`src/rtl/uart_tx_if.sv`:
```
// Word-accept handshake and serial-line status bundle for the UART transmitter.
interface uart_tx_if #(
  parameter int unsigned WORD_SIZE = 8
);
  logic [WORD_SIZE-1:0] TX_Data_in;
  logic                 TX_Valid;
  logic                 TX_Ready;
  logic                 TX_Serial_out;
  logic                 TX_Busy;
  logic                 TX_Done;

  modport master (
    output TX_Data_in, TX_Valid,
    input  TX_Ready, TX_Serial_out, TX_Busy, TX_Done
  );

  modport slave (
    input  TX_Data_in, TX_Valid,
    output TX_Ready, TX_Serial_out, TX_Busy, TX_Done
  );
endinterface

```
`src/rtl/uart_tx.sv`:
```
// UART transmitter: start bit, WORD_SIZE data bits LSB first, STOP_BITS stop bits,
// idle-high line, bit period of CLKS_PER_BIT clocks shared with the receive path.
module uart_tx #(
  parameter int unsigned WORD_SIZE        = 8,
  parameter int unsigned CLKS_PER_BIT     = 937,
  parameter int unsigned BAUD_COUNT_WIDTH = 10,
  parameter int unsigned STOP_BITS        = 1
) (
  input  logic     clk,
  input  logic     reset_b,
  uart_tx_if.slave tx
);

  localparam int unsigned BIT_CNT_W = (WORD_SIZE > 1) ? $clog2(WORD_SIZE) : 1;
  localparam logic [BAUD_COUNT_WIDTH-1:0] BAUD_LAST = BAUD_COUNT_WIDTH'(CLKS_PER_BIT - 1);
  localparam logic [BIT_CNT_W-1:0]        DATA_LAST = BIT_CNT_W'(WORD_SIZE - 1);
  localparam logic [BIT_CNT_W-1:0]        STOP_LAST = BIT_CNT_W'(STOP_BITS - 1);

  typedef enum logic [1:0] {IDLE, START, DATA, STOP} state_e;

  state_e                      state_q, state_d;
  logic [BAUD_COUNT_WIDTH-1:0] baud_q, baud_d;
  logic [BIT_CNT_W-1:0]        bit_q, bit_d;
  logic [WORD_SIZE-1:0]        shift_q, shift_d;
  logic                        serial_q, serial_d;
  logic                        ready_q, ready_d;
  logic                        busy_q, busy_d;
  logic                        done_q, done_d;
  logic                        baud_last;

  assign baud_last = (baud_q == BAUD_LAST);

  // State, datapath and output registers; reset aborts any frame and idles the line high.
  always_ff @(posedge clk or negedge reset_b) begin
    if (!reset_b) begin
      state_q  <= IDLE;
      baud_q   <= '0;
      bit_q    <= '0;
      shift_q  <= '0;
      serial_q <= 1'b1;
      ready_q  <= 1'b1;
      busy_q   <= 1'b0;
      done_q   <= 1'b0;
    end else begin
      state_q  <= state_d;
      baud_q   <= baud_d;
      bit_q    <= bit_d;
      shift_q  <= shift_d;
      serial_q <= serial_d;
      ready_q  <= ready_d;
      busy_q   <= busy_d;
      done_q   <= done_d;
    end
  end

  // Next state plus baud/bit counters and shift register.
  always_comb begin
    state_d = state_q;
    baud_d  = baud_q;
    bit_d   = bit_q;
    shift_d = shift_q;
    unique case (state_q)
      IDLE: begin
        if (tx.TX_Valid && ready_q) begin
          shift_d = tx.TX_Data_in;
          baud_d  = '0;
          state_d = START;
        end
      end
      START: begin
        if (baud_last) begin
          baud_d  = '0;
          bit_d   = '0;
          state_d = DATA;
        end else begin
          baud_d = baud_q + BAUD_COUNT_WIDTH'(1);
        end
      end
      DATA: begin
        if (baud_last) begin
          baud_d  = '0;
          shift_d = shift_q >> 1;
          if (bit_q == DATA_LAST) begin
            bit_d   = '0;
            state_d = STOP;
          end else begin
            bit_d = bit_q + BIT_CNT_W'(1);
          end
        end else begin
          baud_d = baud_q + BAUD_COUNT_WIDTH'(1);
        end
      end
      STOP: begin
        // bit counter is reused to count stop bits
        if (baud_last) begin
          baud_d = '0;
          if (bit_q == STOP_LAST) begin
            bit_d   = '0;
            state_d = IDLE;
          end else begin
            bit_d = bit_q + BIT_CNT_W'(1);
          end
        end else begin
          baud_d = baud_q + BAUD_COUNT_WIDTH'(1);
        end
      end
      default: state_d = IDLE;
    endcase
  end

  // Outputs decoded from the upcoming state so each one comes straight off a flop.
  always_comb begin
    serial_d = 1'b1;
    ready_d  = 1'b0;
    busy_d   = 1'b1;
    done_d   = 1'b0;
    unique case (state_d)
      IDLE: begin
        ready_d = 1'b1;
        busy_d  = 1'b0;
      end
      START:   serial_d = 1'b0;
      DATA:    serial_d = shift_d[0];
      STOP:    done_d   = (baud_d == BAUD_LAST) && (bit_d == STOP_LAST);
      default: serial_d = 1'b1;
    endcase
  end

  assign tx.TX_Serial_out = serial_q;
  assign tx.TX_Ready      = ready_q;
  assign tx.TX_Busy       = busy_q;
  assign tx.TX_Done       = done_q;

endmodule

```
`src/flat_wrapper.sv`:
```
// flat-port wrapper written by rule: the top's interface ports become plain ports
module uart_tx_flat 
#(
  parameter int unsigned WORD_SIZE        = 8,
  parameter int unsigned CLKS_PER_BIT     = 937,
  parameter int unsigned BAUD_COUNT_WIDTH = 10,
  parameter int unsigned STOP_BITS        = 1
)
  (clk, reset_b, tx_TX_Data_in, tx_TX_Valid, tx_TX_Ready, tx_TX_Serial_out, tx_TX_Busy, tx_TX_Done);
  uart_tx_if #(.WORD_SIZE(WORD_SIZE)) tx_i ();
  input  logic clk;
  input  logic reset_b;
  input wire logic [$bits(tx_i.TX_Data_in)-1:0] tx_TX_Data_in;
  input wire logic [$bits(tx_i.TX_Valid)-1:0] tx_TX_Valid;
  output wire logic [$bits(tx_i.TX_Ready)-1:0] tx_TX_Ready;
  output wire logic [$bits(tx_i.TX_Serial_out)-1:0] tx_TX_Serial_out;
  output wire logic [$bits(tx_i.TX_Busy)-1:0] tx_TX_Busy;
  output wire logic [$bits(tx_i.TX_Done)-1:0] tx_TX_Done;
  assign tx_i.TX_Data_in = tx_TX_Data_in;
  assign tx_i.TX_Valid = tx_TX_Valid;
  assign tx_TX_Ready = tx_i.TX_Ready;
  assign tx_TX_Serial_out = tx_i.TX_Serial_out;
  assign tx_TX_Busy = tx_i.TX_Busy;
  assign tx_TX_Done = tx_i.TX_Done;
  uart_tx #(.WORD_SIZE(WORD_SIZE), .CLKS_PER_BIT(CLKS_PER_BIT), .BAUD_COUNT_WIDTH(BAUD_COUNT_WIDTH), .STOP_BITS(STOP_BITS)) u_core (.clk(clk), .reset_b(reset_b), .tx(tx_i));
endmodule
```
`config.mk`:
```
export PLATFORM = sky130hd
export DESIGN_NAME = uart_tx_flat
export DESIGN_NICKNAME = d
export VERILOG_FILES = /design/src/rtl/uart_tx_if.sv /design/src/rtl/uart_tx.sv /design/src/flat_wrapper.sv
export SDC_FILE = /design/constraint.sdc
export NUM_CORES = 1
export LEC_CHECK = 0
export BUFFER_PORTS_ARGS = -buffer_cell sky130_fd_sc_hd__clkbuf_2
export CAP_MARGIN = 10
export CORE_MARGIN = 4
export CORE_UTILIZATION = 45
export DETAILED_ROUTE_END_ITERATION = 8
export PLACE_DENSITY = 0.73
export SLEW_MARGIN = 20
export SYNTH_ARGS = -nofsm -noshare
export SYNTH_HDL_FRONTEND = slang
export SYNTH_SLANG_ARGS = --single-unit
```
`constraint.sdc`:
```
create_clock -name clk -period 4.6 [get_ports clk]
set_clock_uncertainty 0.1 [all_clocks]
set_input_delay 0.46 -clock clk [delete_from_list [all_inputs] [get_ports clk]]
set_output_delay 0.46 -clock clk [all_outputs]
set_load 0.01 [all_outputs]
```
==> impl_metrics.env <==
export IMPL_status="finished, final reports clean"
export IMPL_synthTopCellsByArea="dfrtp_1, nand2_1, ha_1, o21ai_0, dfstp_2"
export IMPL_yosys_area_share_simple_pct=25.96
export IMPL_syn_area_um2=1658
export IMPL_die_w_um=68.70
export IMPL_dp_slack_ps=2124
export IMPL_end_kind="flip-flop"
export IMPL_first_pass_iters=4
export IMPL_wire_per_inst_um=16.32
export IMPL_core_um2=3442
export IMPL_cts_tree="built"
export IMPL_syn2layout_area_growth_pct=7.396
export IMPL_fillers=327
export IMPL_yosysTopAreaCellShare_pct=37.74
export IMPL_ys_top_cells_by_count="dfrtp_1, nand2_1, o21ai_0"
export IMPL_drive_gt1_share_pct=20.57
export IMPL_gp_congestion=0.9774
export IMPL_rsz0062_at_grt="false"
export IMPL_path_max_fanout=7
export IMPL_cts_buffer_depth=2
export IMPL_worstPathArrival_ps=2610
export IMPL_endpoint="u_core.tx.TX_Done$_DFF_PN0_"
export IMPL_synth_compound_area_share_pct=23.32
export IMPL_via_count=1366
export IMPL_max_cap_violations=0
export IMPL_nets=192
export IMPL_yosys_area_share_xor_xnor_pct=0.5283
export IMPL_critPathRequiredTime_ps=4690
export IMPL_hold_path_class="in -> async"
export IMPL_slew_headroom_pct=51.06
export IMPL_synthFlopType="dfrtp_1"
export IMPL_detail_route_antenna_nets=0
export IMPL_startpoint="u_core.baud_q[0]$_DFF_PN0_"
export IMPL_critPathLaunchType="flip-flop"
export IMPL_antenna_found_initial=0
export IMPL_setup_viol=0
export IMPL_synth_top_family_by_area="simple AND/OR/NAND/NOR gates"
export IMPL_drt_total_wl_mm=3.606
export IMPL_start_util_pct=48.16
export IMPL_regArea_um2=678.2
export IMPL_synth_net_count=182
export IMPL_grtUsageTotal_pct=17.42
export IMPL_hold_viol=0
export IMPL_drt_iter0_drc=80
export IMPL_synth_largest_area_cell="dfrtp_1"
export IMPL_cts_htree_levels=1
export IMPL_cts_resized=0
export IMPL_synth_cell_types=53
export IMPL_num_rows=21
export IMPL_grt_pass1_vias=1263
export IMPL_holdBufCountCts=0
export IMPL_ys_warn_count=0
export IMPL_synthCells=166
export IMPL_regToRegStartpoint="u_core.baud_q[0]$_DFF_PN0_"
export IMPL_clk_latency_ps=270
export IMPL_r2r_slack_ps=2080
export IMPL_grt_pass1_wl_mm=6.092
export IMPL_num_io_pins=15
export IMPL_path_clk_slew_ps=90
export IMPL_synthAdderAreaFrac_pct=3.774
export IMPL_synth_seq_cells=27
export IMPL_path_cells="inv_1 > ha_1 > and4b_1 > nand4_2 > a32o_1 > or4b_4 > nor4b_4"
export IMPL_place_hpwl_mm=2.575
export IMPL_multi_input_area_um2=888.4
export IMPL_synth_most_common_cell="dfrtp_1"
export IMPL_critPathMaxStageDelay_ps=550
export IMPL_cts_root_buf="clkbuf_8"
export IMPL_dieArea_um2=4719
export IMPL_fmax_mhz=396.8
export IMPL_drv_slew=0
export IMPL_setup_slack_ps=2080
export IMPL_route_detailed_drc=0
export IMPL_cts_sinks=27
export IMPL_vdd_drop_max_uv=347.5
export IMPL_yosysSeqAreaShare_pct=40.91
export IMPL_die_height_um=68.70
export IMPL_r2r_end="u_core.tx.TX_Done$_DFF_PN0_"
export IMPL_syn_avg_cell_area_um2=9.987
export IMPL_cellLeakagePower_nw=0.8039
export IMPL_vias_per_cell=6.181
export IMPL_antenna_cells=0
export IMPL_fin_crit_ps=2520
export IMPL_slowest_stage="or4b_4"
export IMPL_synthMuxAreaShare_pct=0
export IMPL_async_flop_share_pct=100.0
export IMPL_worstMarginPinSlew_ps=728.1
export IMPL_p_per_area_nw_per_um2=403.9
export IMPL_cts_setup_buffers=0
export IMPL_portBuffers=14
export IMPL_critPathKind="reg -> reg"
export IMPL_grt_max_degree=28
export IMPL_r2r_cells=7
export IMPL_setup_tns_ps=0
export IMPL_finalCritPeriodShare_pct=54.78
export IMPL_synth_edf_count=0
export IMPL_grt_overflow_total=0
export IMPL_cts_inserted_buffers=3
==> power breakdown <==
part / switching (mW) / total, mW / internal [mW]
Sequential: 0.0892 / 0.383 / 0.294
Clock: 0.0718 / 0.134 / 0.0621
Combinational: 0.109 / 0.203 / 0.0938
==> cell usage in the layout, fill, tap and decap left out, types with 2 or more instances in the layout <==
cell	Yosys	layout
or2_2	2	2
a22o_1	2	2
a22oi_1	6	6
nand2_1	21	21
a31oi_1	5	5
o31ai_1	3	3
dfrtp_1	25	25
nand4_1	3	3
a21o_1	2	2
buf_4	4	2
o21bai_1	3	3
inv_1	7	7
a41oi_1	4	4
o21ai_0	12	12
nor2_1	7	7
a211oi_1	2	2
a21oi_1	2	2
nand4b_1	2	2
and2_1	2	2
nand4b_4	2	2
nand3_1	4	4
o311ai_0	2	2
dfstp_2	2	2
a32o_1	2	2
nor4_2	2	2
nand2b_1	3	3
clkbuf_2	0	14
clkbuf_8	0	3
ha_1	5	5
==> sequential cells by signal, indices dropped and copies added (netlist names) <==
name and cells:
u_core.tx.TX_Busy 1, u_core.baud_q 10, u_core.state_q 2, u_core.tx.TX_Done 1, u_core.tx.TX_Ready 1, u_core.shift_q 8
u_core.bit_q 3, u_core.tx.TX_Serial_out 1
==> worst min-delay path by stage <==
stage                                  startpoint  slack (ps)                            end  cells past startpoint
finish                                    reset_b         120     u_core.baud_q[8]$_DFF_PN0_                      1
global route                              reset_b         150     u_core.baud_q[8]$_DFF_PN0_                      1
CTS                                       reset_b         130     u_core.baud_q[8]$_DFF_PN0_                      1
detailed placement  u_core.shift_q[5]$_DFFE_PN0P_         360  u_core.shift_q[5]$_DFFE_PN0P_                      2
global placement    u_core.shift_q[1]$_DFFE_PN0P_         360  u_core.shift_q[1]$_DFFE_PN0P_                      2
floorplan                                 reset_b          60     u_core.baud_q[0]$_DFF_PN0_                      0
==> through the flow <==
step                      total power [mW]  utilization, %  cell area [µm²]  hold WS, ps  std cells
after floorplan                     0.5409               -             1658        64.41        166
after global placement              0.5755           50.42             1735        360.8        217
after detailed placement            0.5861           50.42             1735        364.1        217
after CTS                           0.7190           51.73             1780        132.8        221
after global routing                0.7747           51.73             1780        153.3        221
final                               0.7192           51.73             1780        115.8        221
==> worst max-delay path: cells and delay by family (launching register included) <==
family	cells	cell delay, ps
buffers and inverters	1	130
AOI/OAI and AO/OA	1	250
adders and majority gates	1	220
and+or+nand+nor	4	1290
DFF	1	440
==> cell type report <==
class	count	share of cell area, %
Multi-Input combinational cell	121	49.89
Sequential cell	27	38.09
Timing Repair Buffer	16	4.779
Tap cell	46	3.233
Clock buffer	4	2.530
Inverter	7	1.476
==> per-layer routing <==
layer | track usage (%) | share of wire [%] | up-vias
met3 | 4.538 | 6.2 | 11
met1 | 22.32 | 43 | 661
met2 | 28.13 | 48 | 44
li1 | - | - | 650
met4 | 6.569 | 2.2 | 0
met5 | 0 | 0 | -
==> cell families (layout without fill, tap and decap cells) <==
group,Yosys count,in the layout
buffers and inverters,18,27
AND/OR/NAND/NOR,62,62
adder cells (fa/ha/maj),5,5
flip-flops,27,27
AO/OA/AOI/OAI,53,53
XOR/XNOR,1,1
(Power assumes the default switching activity.)
